`config.mk`:
```
export PLATFORM = sky130hd
export DESIGN_NAME = lsu_ctrl_flat
export DESIGN_NICKNAME = d
export VERILOG_FILES = /design/src/rtl/lsu_pkg.sv /design/src/rtl/lsu_ctrl_if.sv /design/src/rtl/lsu_load_align.sv /design/src/rtl/lsu_ctrl.sv /design/src/flat_wrapper.sv
export SDC_FILE = /design/constraint.sdc
export NUM_CORES = 1
export LEC_CHECK = 0
export ABC_AREA = 1
export BUFFER_PORTS_ARGS = -buffer_cell sky130_fd_sc_hd__clkbuf_2
export CORE_MARGIN = 5
export CORE_UTILIZATION = 47
export DETAILED_ROUTE_END_ITERATION = 6
export GPL_ROUTABILITY_DRIVEN = 0
export HOLD_SLACK_MARGIN = 0.08
export PLACE_DENSITY = 0.85
export SLEW_MARGIN = 20
export SYNTH_ARGS = -nofsm -noshare
export SYNTH_HDL_FRONTEND = slang
export SYNTH_HIERARCHICAL = 1
export SYNTH_SLANG_ARGS = --single-unit
```
`constraint.sdc`:
```
create_clock -name clk -period 1.25 [get_ports clk]
set_input_delay 0.1875 -clock clk [delete_from_list [all_inputs] [get_ports clk]]
set_output_delay 0.1875 -clock clk [all_outputs]
set_load 0.01 [all_outputs]
```
`src/rtl/lsu_pkg.sv`:
```
// lsu_pkg: shared definitions for the RV32I load/store sequencer.
//   - funct3 size/sign codes (LSU_B, LSU_H, LSU_W, LSU_BU, LSU_HU)
//   - load/store major opcodes
//   - controller state encoding (lsu_state_t)
//   - helpers for byte enables, store-lane replication and misalignment
package lsu_pkg;

  localparam logic [2:0] LSU_B  = 3'b000;
  localparam logic [2:0] LSU_H  = 3'b001;
  localparam logic [2:0] LSU_W  = 3'b010;
  localparam logic [2:0] LSU_BU = 3'b100;
  localparam logic [2:0] LSU_HU = 3'b101;

  localparam logic [6:0] OP_LOAD  = 7'b0000011;
  localparam logic [6:0] OP_STORE = 7'b0100011;

  typedef enum logic [2:0] {
    ST_IDLE     = 3'd0,
    ST_ISSUE    = 3'd1,
    ST_WAIT_RSP = 3'd2,
    ST_WB       = 3'd3,
    ST_TRAP     = 3'd4
  } lsu_state_t;

  // Reserved funct3 codes (011, 110, 111) fall through to word access.
  function automatic logic [3:0] lsu_be(input logic [2:0] funct3, input logic [1:0] ea_lo);
    case (funct3)
      LSU_B, LSU_BU: lsu_be = 4'b0001 << ea_lo;
      LSU_H, LSU_HU: lsu_be = ea_lo[1] ? 4'b1100 : 4'b0011;
      default:       lsu_be = 4'b1111;
    endcase
  endfunction

  function automatic logic [31:0] lsu_store_data(input logic [2:0] funct3, input logic [31:0] wdata);
    case (funct3)
      LSU_B, LSU_BU: lsu_store_data = {4{wdata[7:0]}};
      LSU_H, LSU_HU: lsu_store_data = {2{wdata[15:0]}};
      default:       lsu_store_data = wdata;
    endcase
  endfunction

  function automatic logic lsu_misaligned(input logic [2:0] funct3, input logic [1:0] ea_lo);
    case (funct3)
      LSU_B, LSU_BU: lsu_misaligned = 1'b0;
      LSU_H, LSU_HU: lsu_misaligned = ea_lo[0];
      default:       lsu_misaligned = (ea_lo != 2'b00);
    endcase
  endfunction

endpackage

```
`src/rtl/lsu_ctrl_if.sv`:
```
// lsu_ctrl_if: single-outstanding valid/ready data-memory port.
//   mem_req_valid/mem_req_ready : request handshake
//   mem_addr/mem_we/mem_be/mem_wdata : request payload (word address, lane data)
//   mem_rsp_valid/mem_rdata : load response
// master = load/store controller, slave = data memory.
interface lsu_ctrl_if;
  logic        mem_req_valid;
  logic        mem_req_ready;
  logic [31:0] mem_addr;
  logic        mem_we;
  logic [3:0]  mem_be;
  logic [31:0] mem_wdata;
  logic        mem_rsp_valid;
  logic [31:0] mem_rdata;

  modport master (
    output mem_req_valid, mem_addr, mem_we, mem_be, mem_wdata,
    input  mem_req_ready, mem_rsp_valid, mem_rdata
  );

  modport slave (
    input  mem_req_valid, mem_addr, mem_we, mem_be, mem_wdata,
    output mem_req_ready, mem_rsp_valid, mem_rdata
  );
endinterface

```
`src/rtl/lsu_load_align.sv`:
```
// lsu_load_align: combinational lane select and sign/zero extension of a load word.
//   rdata  : raw 32-bit word from memory
//   ea_lo  : effective-address byte offset
//   funct3 : size/sign code; bit 2 set selects zero extension
//   data   : aligned, extended result
module lsu_load_align
  import lsu_pkg::*;
(
  input  logic [31:0] rdata,
  input  logic [1:0]  ea_lo,
  input  logic [2:0]  funct3,
  output logic [31:0] data
);

  logic [7:0]  byte_v;
  logic [15:0] half_v;
  logic        sext;

  always_comb begin
    byte_v = rdata[{ea_lo, 3'b000} +: 8];
    half_v = rdata[{ea_lo[1], 4'b0000} +: 16];
    sext   = ~funct3[2];
    case (funct3)
      LSU_B, LSU_BU: data = {{24{byte_v[7] & sext}}, byte_v};
      LSU_H, LSU_HU: data = {{16{half_v[15] & sext}}, half_v};
      default:       data = rdata;
    endcase
  end

endmodule

```
`src/rtl/lsu_ctrl.sv`:
```
// lsu_ctrl: load/store sequencer for the RV32I core.
// Accepts one decoded load/store, forms ea = base + imm, issues a single
// memory request, aligns/extends load data and pulses a register writeback.
// Ports:
//   clk, rst_n                    : clock, async active-low reset
//   req_*                         : decoded request in, req_ready when idle
//   mem (lsu_ctrl_if.master)      : data-memory request/response port
//   wb_valid, wb_rd, wb_data      : one-cycle register-file writeback
//   busy                          : controller not idle
//   trap_valid, trap_addr         : misaligned-access trap (LSU_MISALIGN_TRAP_EN only)
// Build option: define LSU_MISALIGN_TRAP_EN to trap misaligned H/W accesses.
//
// state    | meaning
// ---------+-----------------------------------------------
// IDLE     | waiting for a request, req_ready=1
// ISSUE    | mem_req_valid=1, payload held until accepted
// WAIT_RSP | load issued, waiting for mem_rsp_valid
// WB       | writeback cycle (wb_valid unless rd==0)
// TRAP     | misaligned access reported for one cycle
module lsu_ctrl
  import lsu_pkg::*;
#(
  parameter int XLEN = 32
) (
  input  logic            clk,
  input  logic            rst_n,
  input  logic            req_valid,
  output logic            req_ready,
  input  logic            req_is_store,
  input  logic [2:0]      req_funct3,
  input  logic [XLEN-1:0] req_base,
  input  logic [XLEN-1:0] req_imm,
  input  logic [XLEN-1:0] req_wdata,
  input  logic [4:0]      req_rd,
  lsu_ctrl_if.master      mem,
  output logic            wb_valid,
  output logic [4:0]      wb_rd,
  output logic [XLEN-1:0] wb_data,
  output logic            busy
`ifdef LSU_MISALIGN_TRAP_EN
  ,
  output logic            trap_valid,
  output logic [XLEN-1:0] trap_addr
`endif
);

  if (XLEN != 32) begin : g_xlen_chk
    $error("lsu_ctrl: only XLEN=32 is supported");
  end

  localparam logic [2:0] IDLE     = ST_IDLE;
  localparam logic [2:0] ISSUE    = ST_ISSUE;
  localparam logic [2:0] WAIT_RSP = ST_WAIT_RSP;
  localparam logic [2:0] WB       = ST_WB;
`ifdef LSU_MISALIGN_TRAP_EN
  localparam logic [2:0] TRAP     = ST_TRAP;
`endif

  logic [2:0]      state;
  logic [2:0]      funct3_q;
  logic [1:0]      ea_lo_q;
  logic [XLEN-1:0] ea;
  logic [31:0]     align_data;

  assign ea        = req_base + req_imm;
  assign req_ready = (state == IDLE);
  assign busy      = (state != IDLE);

  lsu_load_align u_align (
    .rdata  (mem.mem_rdata),
    .ea_lo  (ea_lo_q),
    .funct3 (funct3_q),
    .data   (align_data)
  );

  always_ff @(posedge clk or negedge rst_n) begin
    if (!rst_n) begin
      state             <= IDLE;
      funct3_q          <= 3'b000;
      ea_lo_q           <= 2'b00;
      mem.mem_req_valid <= 1'b0;
      mem.mem_addr      <= '0;
      mem.mem_we        <= 1'b0;
      mem.mem_be        <= 4'b0000;
      mem.mem_wdata     <= '0;
      wb_valid          <= 1'b0;
      wb_rd             <= 5'd0;
      wb_data           <= '0;
`ifdef LSU_MISALIGN_TRAP_EN
      trap_valid        <= 1'b0;
      trap_addr         <= '0;
`endif
    end else begin
      wb_valid <= 1'b0;
`ifdef LSU_MISALIGN_TRAP_EN
      trap_valid <= 1'b0;
`endif
      case (state)
        IDLE: begin
          if (req_valid) begin
            funct3_q      <= req_funct3;
            ea_lo_q       <= ea[1:0];
            wb_rd         <= req_rd;
            mem.mem_addr  <= {ea[31:2], 2'b00};
            mem.mem_we    <= req_is_store;
            mem.mem_be    <= lsu_be(req_funct3, ea[1:0]);
            mem.mem_wdata <= lsu_store_data(req_funct3, req_wdata);
`ifdef LSU_MISALIGN_TRAP_EN
            if (lsu_misaligned(req_funct3, ea[1:0])) begin
              state      <= TRAP;
              trap_valid <= 1'b1;
              trap_addr  <= ea;
            end else begin
              state             <= ISSUE;
              mem.mem_req_valid <= 1'b1;
            end
`else
            state             <= ISSUE;
            mem.mem_req_valid <= 1'b1;
`endif
          end
        end
        ISSUE: begin
          if (mem.mem_req_ready) begin
            mem.mem_req_valid <= 1'b0;
            // Stores complete on accept; only loads wait for data.
            state <= mem.mem_we ? IDLE : WAIT_RSP;
          end
        end
        WAIT_RSP: begin
          if (mem.mem_rsp_valid) begin
            wb_data  <= align_data;
            wb_valid <= (wb_rd != 5'd0);
            state    <= WB;
          end
        end
        WB: state <= IDLE;
`ifdef LSU_MISALIGN_TRAP_EN
        TRAP: state <= IDLE;
`endif
        default: state <= IDLE;
      endcase
    end
  end

endmodule

```
`src/flat_wrapper.sv`:
```
// flat-port wrapper written by rule: the top's interface ports become plain ports
module lsu_ctrl_flat import lsu_pkg::*;
#(
  parameter int XLEN = 32
)
  (clk, rst_n, req_valid, req_ready, req_is_store, req_funct3, req_base, req_imm, req_wdata, req_rd, wb_valid, wb_rd, wb_data, busy, mem_mem_req_valid, mem_mem_addr, mem_mem_we, mem_mem_be, mem_mem_wdata, mem_mem_req_ready, mem_mem_rsp_valid, mem_mem_rdata);
  lsu_ctrl_if mem_i ();
  input  logic clk;
  input  logic rst_n;
  input  logic req_valid;
  output logic req_ready;
  input  logic req_is_store;
  input  logic [2:0] req_funct3;
  input  logic [XLEN-1:0] req_base;
  input  logic [XLEN-1:0] req_imm;
  input  logic [XLEN-1:0] req_wdata;
  input  logic [4:0] req_rd;
  output logic wb_valid;
  output logic [4:0] wb_rd;
  output logic [XLEN-1:0] wb_data;
  output logic busy;
  output wire logic [$bits(mem_i.mem_req_valid)-1:0] mem_mem_req_valid;
  output wire logic [$bits(mem_i.mem_addr)-1:0] mem_mem_addr;
  output wire logic [$bits(mem_i.mem_we)-1:0] mem_mem_we;
  output wire logic [$bits(mem_i.mem_be)-1:0] mem_mem_be;
  output wire logic [$bits(mem_i.mem_wdata)-1:0] mem_mem_wdata;
  input wire logic [$bits(mem_i.mem_req_ready)-1:0] mem_mem_req_ready;
  input wire logic [$bits(mem_i.mem_rsp_valid)-1:0] mem_mem_rsp_valid;
  input wire logic [$bits(mem_i.mem_rdata)-1:0] mem_mem_rdata;
  assign mem_mem_req_valid = mem_i.mem_req_valid;
  assign mem_mem_addr = mem_i.mem_addr;
  assign mem_mem_we = mem_i.mem_we;
  assign mem_mem_be = mem_i.mem_be;
  assign mem_mem_wdata = mem_i.mem_wdata;
  assign mem_i.mem_req_ready = mem_mem_req_ready;
  assign mem_i.mem_rsp_valid = mem_mem_rsp_valid;
  assign mem_i.mem_rdata = mem_mem_rdata;
  lsu_ctrl #(.XLEN(XLEN)) u_core (.clk(clk), .rst_n(rst_n), .req_valid(req_valid), .req_ready(req_ready), .req_is_store(req_is_store), .req_funct3(req_funct3), .req_base(req_base), .req_imm(req_imm), .req_wdata(req_wdata), .req_rd(req_rd), .mem(mem_i), .wb_valid(wb_valid), .wb_rd(wb_rd), .wb_data(wb_data), .busy(busy));
endmodule
```
* After elaboration in Yosys (flattened, before gate mapping)
Cells that the tools add are included.
Storage, ports and cells: register bits after elaboration 114, input bits 142, output and inout port bits 110, logic and storage cells 57
Cells by class: add/sub/neg operators 1, equal/unequal tests 11, shifts and indexed selects 3, muxes and demuxes 14, bitwise gates (word level) 3, reduce and logical (&&, ||, !) cells 14
Operators by type and width (number):
- $pmux 32 s2 | 2
- $add 32x32->32 | 1
- $shiftx 32x6->16 | 1
- $shiftx 32x6->8 | 1
- $eq 3x3->1 const B | 4
- $eq 3x1->1 const B | 3
- $logic_not 3->1 | 3
- $mux 3 | 3
- $pmux 3 s3 | 1
- $pmux 4 s2 | 1
- $reduce_or 2->1 | 4
- $ne 2x2->1 const B | 3
- $reduce_and 3->1 | 2
- $reduce_bool 5->1 | 1
- $mux 1 | 4
- $mux 4 | 1
- $reduce_and 2->1 | 2
- $shl 1x2->4 const A | 1
- $eq 3x2->1 const B | 1
- $reduce_bool 3->1 | 1
- $and 1x1->1 | 2
- $mux 2 | 1
- $pmux 1 s2 | 1
- $reduce_bool 2->1 | 1
- $not 1->1 | 1

* Logic depth before layout (Yosys ltp)
Gate-level depths: netlist of the first run.
depth in word-level cells 3, mapped depth 13

* Cells and area by module
Netlist of the first run, hierarchy kept.
Modules (own cells, without submodules):
- lsu_ctrl | times used 1, cells each 1003, area an instance 6860.3 um^2, sequential area each 2827.7 um^2
- lsu_load_align | times used 1, cells each 155, area an instance 887.1 um^2, sequential area each 0.0 um^2

* Worst setup path before layout of the first run
No wires, ideal clock.
kind input -> register, start point input req_base[0], end point register u_core.mem.mem_addr[16], arrival 1.551 ns, required time 1.185 ns, setup slack -0.366 ns, stages 13, path buffers 0, path through ha_1 > inv_1 > fa_1 > inv_1 > nand3_1 > nand3_1 > nand2_1 > nand2_2 > nand2_1 > nand2_1 > xor2_1 > nand2_1 > nand2_1
Between the ends: word-level cells in the longest chain between the ends 1
Ends and longest elaborated chain:
- start, declared | line flat_wrapper.sv:14 | input logic [XLEN-1:0] req_base;
- $add 32x32->32 | line lsu_ctrl.sv:65 | assign ea = req_base + req_imm;
- end signal, assigned | line lsu_ctrl.sv:104 | mem.mem_addr <= {ea[31:2], 2'b00};
- end, declared | line lsu_ctrl_if.sv:17 | output mem_req_valid, mem_addr, mem_we, mem_be, mem_wdata,
Every way passes these cells. A chain may end at the register's enable or synchronous reset.

* Worst setup path in the final report of the first run
start point register u_core.ea_lo_q[1], end point register u_core.wb_data[16]
Between the ends: word-level cells in the longest chain between the ends 3
Ends and longest elaborated chain:
- start, declared | line lsu_ctrl.sv:61 | logic [1:0] ea_lo_q;
- start signal, assigned | line lsu_ctrl.sv:102 | ea_lo_q <= ea[1:0];
- $shiftx 32x6->16 or $shiftx 32x6->8 (tied branches) | line lsu_load_align.sv:21, lsu_load_align.sv:20
- $and 1x1->1, on equally long branches | line lsu_load_align.sv:25, lsu_load_align.sv:24
- $pmux 32 s2 * | line lsu_load_align.sv:23 | case (funct3)
- net u_core.align_data[16] | line lsu_ctrl.sv:63 | logic [31:0] align_data;
- end signal, assigned | line lsu_ctrl.sv:132 | wb_data <= align_data;
- end, declared | line lsu_ctrl.sv:38 | output logic [XLEN-1:0] wb_data,
Mark *: on every way through the listed nets, which the timed path passes. The rest lies on a longest branch.

==> run_results.csv, run 1 <==
group,metric,value,unit
run_status,run_status,"finished, violations left",
run_status,failed_checks,"DRC, setup timing",
synth,avgSynthCellArea,6.69,sq um
synth,share_of_synthesized_cell_area_in_full_adder_half_adder_and_majority_cells,5.26,%
layout,instances_no_fill,1802,
min_path,min-delay-path-class,"input pin to flop",
routing,wl_per_cell,19.8,um
die,io_pins,252,
sta,final_report_hold_violation_count,0,
die,core.rowCount,47,
place,input_output_buffers,249,
sta,hold_ws,0.0783,ns
min_path,hold-path-endpoint,"u_core/mem.mem_wdata[30]",
global_route,first_global_vias,9875,
synth,synth_compound_gate_area_share,6.98,%
synth,synth_area_leaders,"dfrtp_1 36%, nand2_1 27%, inv_1 6.0%",
die,die_y,138,um
synth,synth_top_cells_by_count,"553 x nand2_1, 124 x inv_1, 113 x dfrtp_1",
power_and_ir_drop,fin_total_pwr,26.9,mW
power_and_ir_drop,leakagePower,7.15,nW
synth,synth_most_common_cell,"nand2_1",
place,detailed_place_hpwl,19.7,mm
worst_setup_path,worst_r2r_endpoint,"u_core/wb_data[16]",
sta,final-max-slew-violation-count,0,
synth,synth_enable_flop_cells,0,
worst_setup_path,worst_setup_path_start_kind,"flop",
global_route,grt.overflow.total,0,
synth,synth.ff_latch_count,113,
worst_setup_path,worst_ep_arrival_time,1.89,ns
synth,postSynth.topFlopCell,"dfrtp_1",
sta,final.setup.tns,-20.08,ns
sta,fin_clk_skew,0.0153,ns
global_route,antenna_found_initial,1,
worst_setup_path,crit_required,1.54,ns
clocking,clkSlewWorstSetupHoldPaths,0.07,ns
clocking,htree_levels,4,
routing,remaining_drc_errors,1,
clocking,clk_latency,0.42,ns
min_path,hold_start,"req_wdata[30]",
layout,final-seq-area,2830,sq um
die,dieArea,19200,sq um
clocking,clock-root-buffer,"clkbuf_16",
sta,setup_ws,-0.351,ns
synth,yosys.area.top_type_share,36.5,%
synth,synth.largest_area_cell,"dfrtp_1",
sta,rsz0062_at_grt,"true",
sta,maximum_clock_rate,625,MHz
routing,via_count,10300,
die,dieWidth,138,um
synth,async_flop_share,100,%
synth,area_share_of_and_or_nand_nor_cells_after_synthesis,39.8,%
synth,post_synth_num_cell_types,40,
global_route,largest_net_degree_at_the_start_of_global_routing,45,
synth,mappedNetlistArea,7750,sq um
routing,remaining_antenna_violation_count,0,
die,core_area,16300,sq um
synth,muxShareOfSynthArea,0,%
routing,firstDrtPassIters,7,
die,floorplan.initialDensity,47.4,%
global_route,total_global_route_track_usage,31.6,%
layout,final_nets,1741,
worst_setup_path,r2r_cells,11,
layout,synthToLayoutAreaGrowth,65.7,%
layout,drive_above_1_share,44.3,%
worst_setup_path,regToRegStartpoint,"u_core/ea_lo_q[1]",
synth,dominant_combinational_cell_family_by_area_after_synthesis,"simple AND/OR/NAND/NOR gates",
clocking,cts-root-to-sink-buffers,2,
global_route,grt_pass1_wl,49.4,mm
min_path,min_path_cells,3,
place,numPlacedInstances,1680,
synth,netlist_instances,1158,
power_and_ir_drop,vdd.ir_drop.worst,1.04,mV
synth,synth_sequential_area_ratio,36.5,%
worst_setup_path,crit_type,"flop to flop",
sta,post-route-min-period,1.60,ns
synth,synth_xor_xnor_area_share,1.81,%
clocking,tritoncts,"done",
routing,vias_per_cell,5.71,
place,placement.setup.worst_slack,-0.455,ns
clocking,cts_sinks,113,
worst_setup_path,regToRegSetupSlack,-0.35,ns
layout,fillers,1000,
routing,routed_wl,35.6,mm
power_and_ir_drop,pwr_density_cell,2100,nW/um^2
routing,first_iter_violations,1059,
run,max_capacitance_violation_count,0,
synth,synth_warnings,6,
sta,finalSetupViolations,113,
worst_setup_path,endpoint_class_of_the_critical_path,"flop",
layout,multi_input_area,5380,sq um
worst_setup_path,path_max_fanout,7,
sta,fin_crit_sh,128,%
clocking,cts-buffers-inserted,17,
registers in the layout, summed over array words and instances (netlist names), 2 cells and up:
name and cells:
u_core/mem.mem_wdata 32, u_core/state 2, u_core/wb_data 32, u_core/ea_lo_q 2, u_core/mem.mem_addr 30, u_core/funct3_q 3, u_core/wb_rd 5, u_core/mem.mem_be 4
how the worst max path moves through the flow:
stage | start | end | slack [ns] | cells past startpoint
2_1_floorplan | req_base[0] | u_core/mem.mem_addr[16] | -0.22 | 13
6_report | u_core/ea_lo_q[1] | u_core/wb_data[16] | -0.35 | 11
3_3_place_gp | req_base[0] | u_core/mem.mem_addr[28] | -0.41 | 14
3_5_place_dp | req_base[0] | u_core/mem.mem_addr[16] | -0.45 | 14
5_1_grt | u_core/ea_lo_q[1] | u_core/wb_data[16] | -0.36 | 11
4_1_cts | u_core/state[0] | busy | -0.17 | 4
cell usage in the layout, fill, tap and decap left out, drive strengths merged, types with 8 or more instances in the layout:
master	count
o21ai	45
a21oi	39
dfrtp	113
nand3	81
clkbuf	267
inv	139
xnor2	14
nand2	570
o211ai	8
or2	8
dlygate4sd3	38
ha	31
nor2	52
buf	138
critical path, stage by stage (launching register included):
cell and delay (ns):
dfrtp_1 0.41, buf_12 0.17, inv_12 0.05, nand2_4 0.06, nand2_4 0.08, nand2_4 0.08
nand2_4 0.07, nand2_8 0.12, buf_12 0.16, nand3_2 0.08, nand2_2 0.11, nand2_2 0.09
report_power, final:
part           total [mW]  internal [mW]  switching, mW
clock                4.84           2.80           2.04
sequential           6.80           5.33           1.46
combinational        15.3           6.74           8.56
total                26.9           14.9           12.1
cell families (layout without fill, tap and decap cells):
logic type               Yosys count  in the layout
XOR/XNOR                          16             16
AO/OA/AOI/OAI                    100            100
other                              1              4
flip-flops                       113            113
buffers and inverters            169            589
adder cells (fa/ha/maj)           32             32
AND/OR/NAND/NOR                  727            728
timing repair:
item	CTS	global route
endpoints found under the setup margin	62	111
hold endpoints to repair	150	1
hold buffers	37	1
pin swaps	55	69
gates resized for setup	151	184
cloned	9	6
buffers inserted	21	19
area by class of cell:
cell class	instances	area share (%)
Inverter	131	4.06
Antenna cell	2	0.0390
Tap cell	220	2.14
Clock inverter	15	1.16
Timing Repair Buffer	426	25.3
Sequential cell	113	22.1
Multi-Input combinational cell	878	41.9
Clock buffer	17	3.31
stage by stage:
| stage | util, % | cell area [sq um] |
|---|---|---|
| 2_1_floorplan | - | 8160 |
| 3_3_place_gp | 62.7 | 10300 |
| 3_5_place_dp | 62.7 | 10300 |
| 4_1_cts | 73.6 | 12000 |
| 5_1_grt | 78.5 | 12800 |
| 6_report | 78.5 | 12800 |
metal layers:
metal	up-vias	wire length, um	global-route usage, %
li1	4434	-	-
met1	4705	11700	35.7
met2	859	17200	53.9
met3	286	3500	7.73
met4	0	3130	19.4
met5	-	0	0
(Power assumes the default switching activity.)
==> inputs of run 2 (changes only) <==
CORE_ASPECT_RATIO = 1.1   (was not set)
RECOVER_POWER = 25   (was not set)
==> run 2 against run 1 <==
Net effect:
- the run ends with setup timing left
- worst setup slack better by 0.013 ns
- count of clock-buffer cells in the layout up 3
- wire length down 1.8%
- cell count down 0.94%
- global-route usage down 1.5 points
- critical path depth unchanged
- critical endpoint is now u_core/wb_data[7]
- largest power group unchanged
==> run_results.csv, run 2 (same netlist as run 1, synthesis figures left out) <==
group,metric,value,unit
run_status,run_status,"finished, violations left",
run_status,failed_checks,"setup timing",
clocking,cts-buffers-inserted,17,
routing,wl_per_cell,19.6,um
routing,wl_met2,17.4,mm
layout,design_area,13100,sq um
power_and_ir_drop,power_frac_seq,25.4,%
die,floorplan.initialDensity,47.7,%
global_route,first_global_vias,9616,
place,placement.cell_area,10300,sq um
layout,fillers,895,
global_route,largest_net_degree_at_the_start_of_global_routing,58,
power_and_ir_drop,pwr_density_cell,2080,nW/um^2
layout,synthToLayoutAreaGrowth,69.0,%
place,detailed_place_hpwl,19.9,mm
layout,layout.core_utilization,80.6,%
sta,maximum_clock_rate,630,MHz
power_and_ir_drop,power_report.internal_total,15.3,mW
power_and_ir_drop,comb_power_share,56.4,%
clocking,tritoncts,"done",
layout,final_nets,1741,
worst_setup_path,path_max_fanout,7,
routing,first_iter_violations,1332,
sta,rsz0062_at_grt,"true",
sta,final_report_hold_violation_count,0,
sta,hold_ws,0.115,ns
worst_setup_path,crit_required,1.59,ns
worst_setup_path,worst_ep_arrival_time,1.93,ns
worst_setup_path,worst_setup_path_start_kind,"flop",
min_path,min-delay-path-class,"input pin to flop",
layout,largestRegisters,"u_core/mem.mem_wdata (32), u_core/wb_data (32), u_core/mem.mem_addr (30)",
global_route,antenna_found_initial,2,
run,max_capacitance_violation_count,0,
die,dieArea,19200,sq um
routing,m1WireLength,11.8,mm
sta,final-max-slew-violation-count,0,
global_route,grt_pass1_wl,47.0,mm
power_and_ir_drop,p_switching,11.9,mW
routing,firstDrtPassIters,6,
routing,highest-signal-layer,"met5",
sta,fin_clk_skew,0.0152,ns
clocking,clock-root-buffer,"clkbuf_16",
sta,post-route-min-period,1.59,ns
layout,mostFrequentLayoutCell,"nand2_1",
global_route,total_global_route_track_usage,30.1,%
clocking,clkSlewWorstSetupHoldPaths,0.06,ns
die,core_area,16200,sq um
routing,remaining_drc_errors,0,
clocking,cts_sinks,113,
worst_setup_path,crit_type,"flop to flop",
clocking,htree_levels,4,
power_and_ir_drop,clock_power_share,18.2,%
die,core.rowCount,49,
die,die_y,145,um
routing,dr_wl_met3,3.14,mm
power_and_ir_drop,power_switching_share,43.6,%
clocking,cts-root-to-sink-buffers,2,
die,dieWidth,132,um
clocking,clk_latency,0.42,ns
routing,routed_wl,35.0,mm
place,input_output_buffers,249,
power_and_ir_drop,vdd.ir_drop.worst,1.22,mV
sta,worst_slew_margin_rel,44.9,%
routing,vias_per_cell,5.69,
sta,setup_ws,-0.338,ns
sta,fin_crit_sh,127,%
global_route,grt.overflow.total,0,
layout,drive_above_1_share,46.3,%
routing,via_count,10200,
sta,tightestPinTransition,0.827,ns
layout,layout_common_cells,"416 x nand2_1, 242 x clkbuf_2, 120 x inv_1, 110 x dfrtp_1, 103 x nand2_2",
sta,finalSetupViolations,107,
power_and_ir_drop,leakagePower,7.28,nW
place,numPlacedInstances,1681,
routing,remaining_antenna_violation_count,0,
worst_setup_path,endpoint_class_of_the_critical_path,"flop",
die,io_pins,252,
layout,instances_no_fill,1785,
-- run 2: changes by cell type in the layout (fill, tap and decap cells not counted), sizes merged --
cell,change
buf,+7
clkinvlp,-2
clkbuf,+2
bufinv,+1
inv,-5
clkinv,+4
diode,-1
nand2,-1
dlygate4sd3,-6
-- run 2: final cells by class --
cell class / count / area (sq um) / area share (%)
multi-input cells: 877 / 5550 / 42.3
repair buffers: 426 / 3330 / 25.4
flip-flops and latches: 113 / 2830 / 21.6
inverters: 131 / 534 / 4.08
clock buffers: 20 / 457 / 3.49
well taps: 204 / 255 / 1.95
clock inverters: 12 / 131 / 1.00
repair inverters: 1 / 8.76 / 0.0669
diodes: 1 / 2.50 / 0.0191
-- run 2: routing by layer --
metal	global-route usage, %	up-vias
li1	-	4436
met1	33.5	4664
met2	54.3	796
met3	5.71	267
met4	17.3	2
met5	0	-
-- run 2: critical path, stage by stage, from the launching register on --
cell     delay (ns)
dfrtp_1        0.41
buf_12         0.17
inv_12         0.08
nand2_4        0.05
nand2_4        0.09
nand2_4        0.07
buf_4          0.14
buf_4          0.12
buf_4          0.12
nand3_1        0.07
nand2_1        0.10
nand2_1        0.10
-- run 2: path summary, 6_finish.rpt --
kind                                    start                       end  depth (start not counted)  slack [ns]
min reg2reg                u_core/wb_data[13]        u_core/wb_data[13]                          2        0.47
min in group asynchronous               rst_n  u_core/mem.mem_wdata[29]                          3        0.54
max                         u_core/ea_lo_q[1]         u_core/wb_data[7]                         11       -0.34
max in group asynchronous               rst_n        u_core/funct3_q[1]                          3        0.06
min                             req_wdata[14]  u_core/mem.mem_wdata[14]                          3        0.11
max reg2reg                 u_core/ea_lo_q[1]         u_core/wb_data[7]                         11       -0.34
-- run 2: power groups by stage --
stage	Combinational, mW	Clock [mW]	Sequential [mW]
after global routing	16.2	5.16	7.04
after floorplan	5.08	0	6.97
after detailed placement	10.1	0	6.43
after global placement	9.85	0	6.36
after CTS	12.5	4.91	6.49
final	15.3	4.96	6.90
-- run 2: repair_timing --
| item | CTS | global route |
|---|---|---|
| pin swaps | 72 | 86 |
| gates resized for setup | 192 | 200 |
| hold buffers | 32 | 0 |
| setup buffers | 17 | 8 |
| gates cloned | 11 | 6 |
| endpoints found under the setup margin | 93 | 112 |
| hold endpoints to repair | 144 | 0 |
-- run 2: through the flow --
step	power [mW]	TNS (ns)	setup slack, ns
2_1_floorplan	12.0	-2.41	-0.219
3_3_place_gp	16.2	-13.24	-0.407
3_5_place_dp	16.5	-15.79	-0.445
4_1_cts	23.9	-9.79	-0.186
5_1_grt	28.4	-18.86	-0.360
6_report	27.2	-14.58	-0.338
==> inputs of run 3 (changes only) <==
ABC_AREA = not set   (was 1)
CORE_UTILIZATION = 46   (was 47)
==> run 3 against run 2 <==
Net effect:
- the flow still finishes with violations (setup timing)
- worst setup slack worse by 0.46 ns
- synthesized cell count is 35% lower
- wire length down 2.3%
- sequential power grew 2%
- die area shrank 7.1%
- critical path depth fell by 6
- combinational power about the same
- via count decreased by 14%
- core utilization is 1.8 points higher
- critical path type unchanged
- critical endpoint is now u_core/wb_data[13]
- largest power group unchanged
==> run_results.csv, run 3 <==
group,metric,value,unit
worst_setup_path,critical_path.max_stage_delay,0.51,ns
worst_setup_path,worst_ep_arrival_time,2.38,ns
clocking,htree_levels,4,
synth,dominant_combinational_cell_family_by_area_after_synthesis,"compound AO/OA/AOI/OAI gates",
synth,synth_warnings,6,
worst_setup_path,critical_path_slowest_stage_cell,"nor3b_4",
synth,avgSynthCellArea,9.24,sq um
layout,layout.core_utilization,82.4,%
die,dieArea,17800,sq um
layout,layout_common_cells,"240 x clkbuf_2, 126 x buf_4, 110 x dfrtp_1, 92 x nand2_1, 47 x o21ai_2",
place,numPlacedInstances,1304,
synth,synth_xor_xnor_area_share,3.50,%
synth,synth_most_common_cell,"nand2_1",
global_route,first_global_vias,8750,
clocking,clkSlewWorstSetupHoldPaths,0.07,ns
sta,fin_crit_sh,164,%
routing,wl_per_cell,24.1,um
sta,worst_slew_margin_rel,64.6,%
layout,instances_no_fill,1415,
routing,first_iter_violations,1097,
clocking,cts-buffers-inserted,17,
sta,hold_ws,0.102,ns
synth,share_of_synthesized_cell_area_in_full_adder_half_adder_and_majority_cells,5.82,%
power_and_ir_drop,vdd.ir_drop.worst,1.27,mV
sta,final-max-slew-violation-count,0,
routing,firstDrtPassIters,6,
die,dieWidth,128,um
worst_setup_path,endpoint_class_of_the_critical_path,"flop",
layout,drive_above_1_share,57.2,%
power_and_ir_drop,leakagePower,6.12,nW
sta,final_report_hold_violation_count,0,
synth,netlist_instances,758,
worst_setup_path,cp_cell_sequence,"buf_4 -> or2_0 -> nor3b_4 -> a221o_1 -> mux2_2",
layout,final_nets,1379,
global_route,grt_pass1_wl,45.9,mm
power_and_ir_drop,pwr_density_cell,2240,nW/um^2
clocking,clk_latency,0.41,ns
die,io_pins,252,
synth,synth_compound_gate_area_share,19.7,%
sta,final.setup.tns,-37.84,ns
synth,async_flop_share,100,%
synth,synth_sequential_area_ratio,40.4,%
die,floorplan.initialDensity,46.7,%
place,input_output_buffers,249,
sta,tightestPinTransition,0.524,ns
synth,synth_top_cells_by_count,"153 x nand2_1, 113 x dfrtp_1, 66 x o21ai_0",
clocking,tritoncts,"done",
synth,post_synth_num_cell_types,71,
run,max_capacitance_violation_count,0,
routing,routed_wl,34.2,mm
synth,synth_enable_flop_cells,0,
min_path,min-delay-path-class,"input pin to flop",
worst_setup_path,number_of_buffers_and_inverters_on_the_critical_path,1,
synth,mappedNetlistArea,7010,sq um
layout,synthToLayoutAreaGrowth,76.4,%
die,core_area,15000,sq um
sta,setup_ws,-0.801,ns
sta,maximum_clock_rate,488,MHz
sta,finalSetupViolations,104,
clocking,clock-root-buffer,"clkbuf_16",
layout,mostFrequentLayoutCell,"clkbuf_2",
die,die_y,139,um
run_status,failed_checks,"setup timing",
layout,fillers,756,
worst_setup_path,worst_setup_path_start_kind,"flop",
place,detailed_place_hpwl,18.3,mm
clocking,cts_sinks,113,
worst_setup_path,path_max_fanout,8,
worst_setup_path,crit_required,1.58,ns
global_route,largest_net_degree_at_the_start_of_global_routing,45,
sta,rsz0062_at_grt,"true",
power_and_ir_drop,fin_total_pwr,27.7,mW
routing,via_count,8693,
run_status,run_status,"finished, violations left",
sta,post-route-min-period,2.05,ns
place,placement.setup.worst_slack,-1.16,ns
die,core.rowCount,47,
synth,synth.ff_latch_count,113,
worst_setup_path,crit_type,"flop to flop",
synth,yosys.area.top_type_share,40.4,%
synth,postSynth.topFlopCell,"dfrtp_1",
synth,synth_area_leaders,"dfrtp_1 40%, nand2_1 8.2%, mux2_2 5.6%",
global_route,grt.overflow.total,0,
sta,fin_clk_skew,0.0137,ns
global_route,antenna_found_initial,0,
layout,design_area,12400,sq um
clocking,cts-root-to-sink-buffers,2,
worst_setup_path,critical-path-top-delay-family,"simple AND/OR/NAND/NOR gates",
routing,remaining_drc_errors,0,
routing,remaining_antenna_violation_count,0,
synth,muxShareOfSynthArea,10.6,%
synth,area_share_of_and_or_nand_nor_cells_after_synthesis,15.8,%
synth,synth.largest_area_cell,"dfrtp_1",
layout,largestRegisters,"u_core/mem.mem_wdata (32), u_core/wb_data (32), u_core/mem.mem_addr (30)",
place,placement.cell_area,9770,sq um
routing,vias_per_cell,6.14,
global_route,total_global_route_track_usage,32.3,%
-- run 3: cell count changes in the layout (fill, tap and decap cells not counted), moves of 13 or more --
cell     change
nand3_1     -23
inv_1      -108
mux2i_1     +29
nand2_4     -19
nand2_2     -72
o21ai_2     +22
buf_4       +40
a21o_1      +13
nand2_1    -324
nand3_2     -37
mux2_2      +19
mux2_4      +17
-- run 3: area by class of cell --
| class | instances | area [sq um] | share of cell area, % |
|---|---|---|---|
| Clock buffer | 19 | 433 | 3.50 |
| Clock inverter | 13 | 186 | 1.51 |
| Tap cell | 196 | 245 | 1.98 |
| Timing Repair inverter | 1 | 8.76 | 0.0708 |
| Multi-Input combinational cell | 588 | 4990 | 40.3 |
| Sequential cell | 113 | 2830 | 22.9 |
| Timing Repair Buffer | 469 | 3600 | 29.1 |
| Antenna cell | 1 | 2.50 | 0.0202 |
| Inverter | 15 | 68.8 | 0.557 |
-- run 3: path summary, 6_finish.rpt --
path                                    startpoint  slack (ns)  cells after the start                  endpoint
setup / recovery                u_core/funct3_q[1]       -0.80                      5        u_core/wb_data[13]
hold / removal                       req_wdata[25]        0.10                      3  u_core/mem.mem_wdata[25]
setup reg to reg                u_core/funct3_q[1]       -0.80                      5        u_core/wb_data[13]
hold reg to reg            u_core/mem.mem_addr[23]        0.49                      2   u_core/mem.mem_addr[23]
max in group asynchronous                    rst_n        0.13                      3        u_core/funct3_q[0]
min in group asynchronous                    rst_n        0.30                      2    u_core/mem.mem_addr[2]
-- run 3: timing repair --
action / 4_1_cts / 5_1_grt
resized for setup: 139 / 157
cloned: 12 / 3
pin swaps: 65 / 51
endpoints found under the hold margin: 143 / 1
buffers inserted: 24 / 17
setup endpoints to repair: 104 / 111
hold buffers: 31 / 1
-- run 3: per-layer routing --
layer | vias up | global-route usage, % | wire [um]
met5 | - | 0 | 0
met4 | 0 | 16.5 | 2460
met3 | 232 | 6.75 | 3360
met2 | 737 | 56.6 | 16800
met1 | 4116 | 36.8 | 11500
li1 | 3608 | - | -
-- run 3: worst min-delay path: stages --
cell	delay (ns)
clkbuf_2	0.10
a21oi_1	0.09
o21ai_2	0.10
-- run 3: kinds of logic (layout without fill, tap and decap cells) --
kind of cell | Yosys count | after routing
AO/OA/AOI/OAI | 210 | 210
XOR/XNOR | 28 | 28
other | 1 | 3
multiplexers | 68 | 68
flip-flops | 113 | 113
adder cells (fa/ha/maj) | 32 | 32
buffers and inverters | 58 | 517
AND/OR/NAND/NOR | 248 | 248
-- run 3: where the power goes --
| group | internal [mW] | switching, mW |
|---|---|---|
| logic | 7.50 | 7.93 |
| clock network | 3.34 | 1.87 |
| registers | 5.41 | 1.64 |
| total | 16.3 | 11.4 |
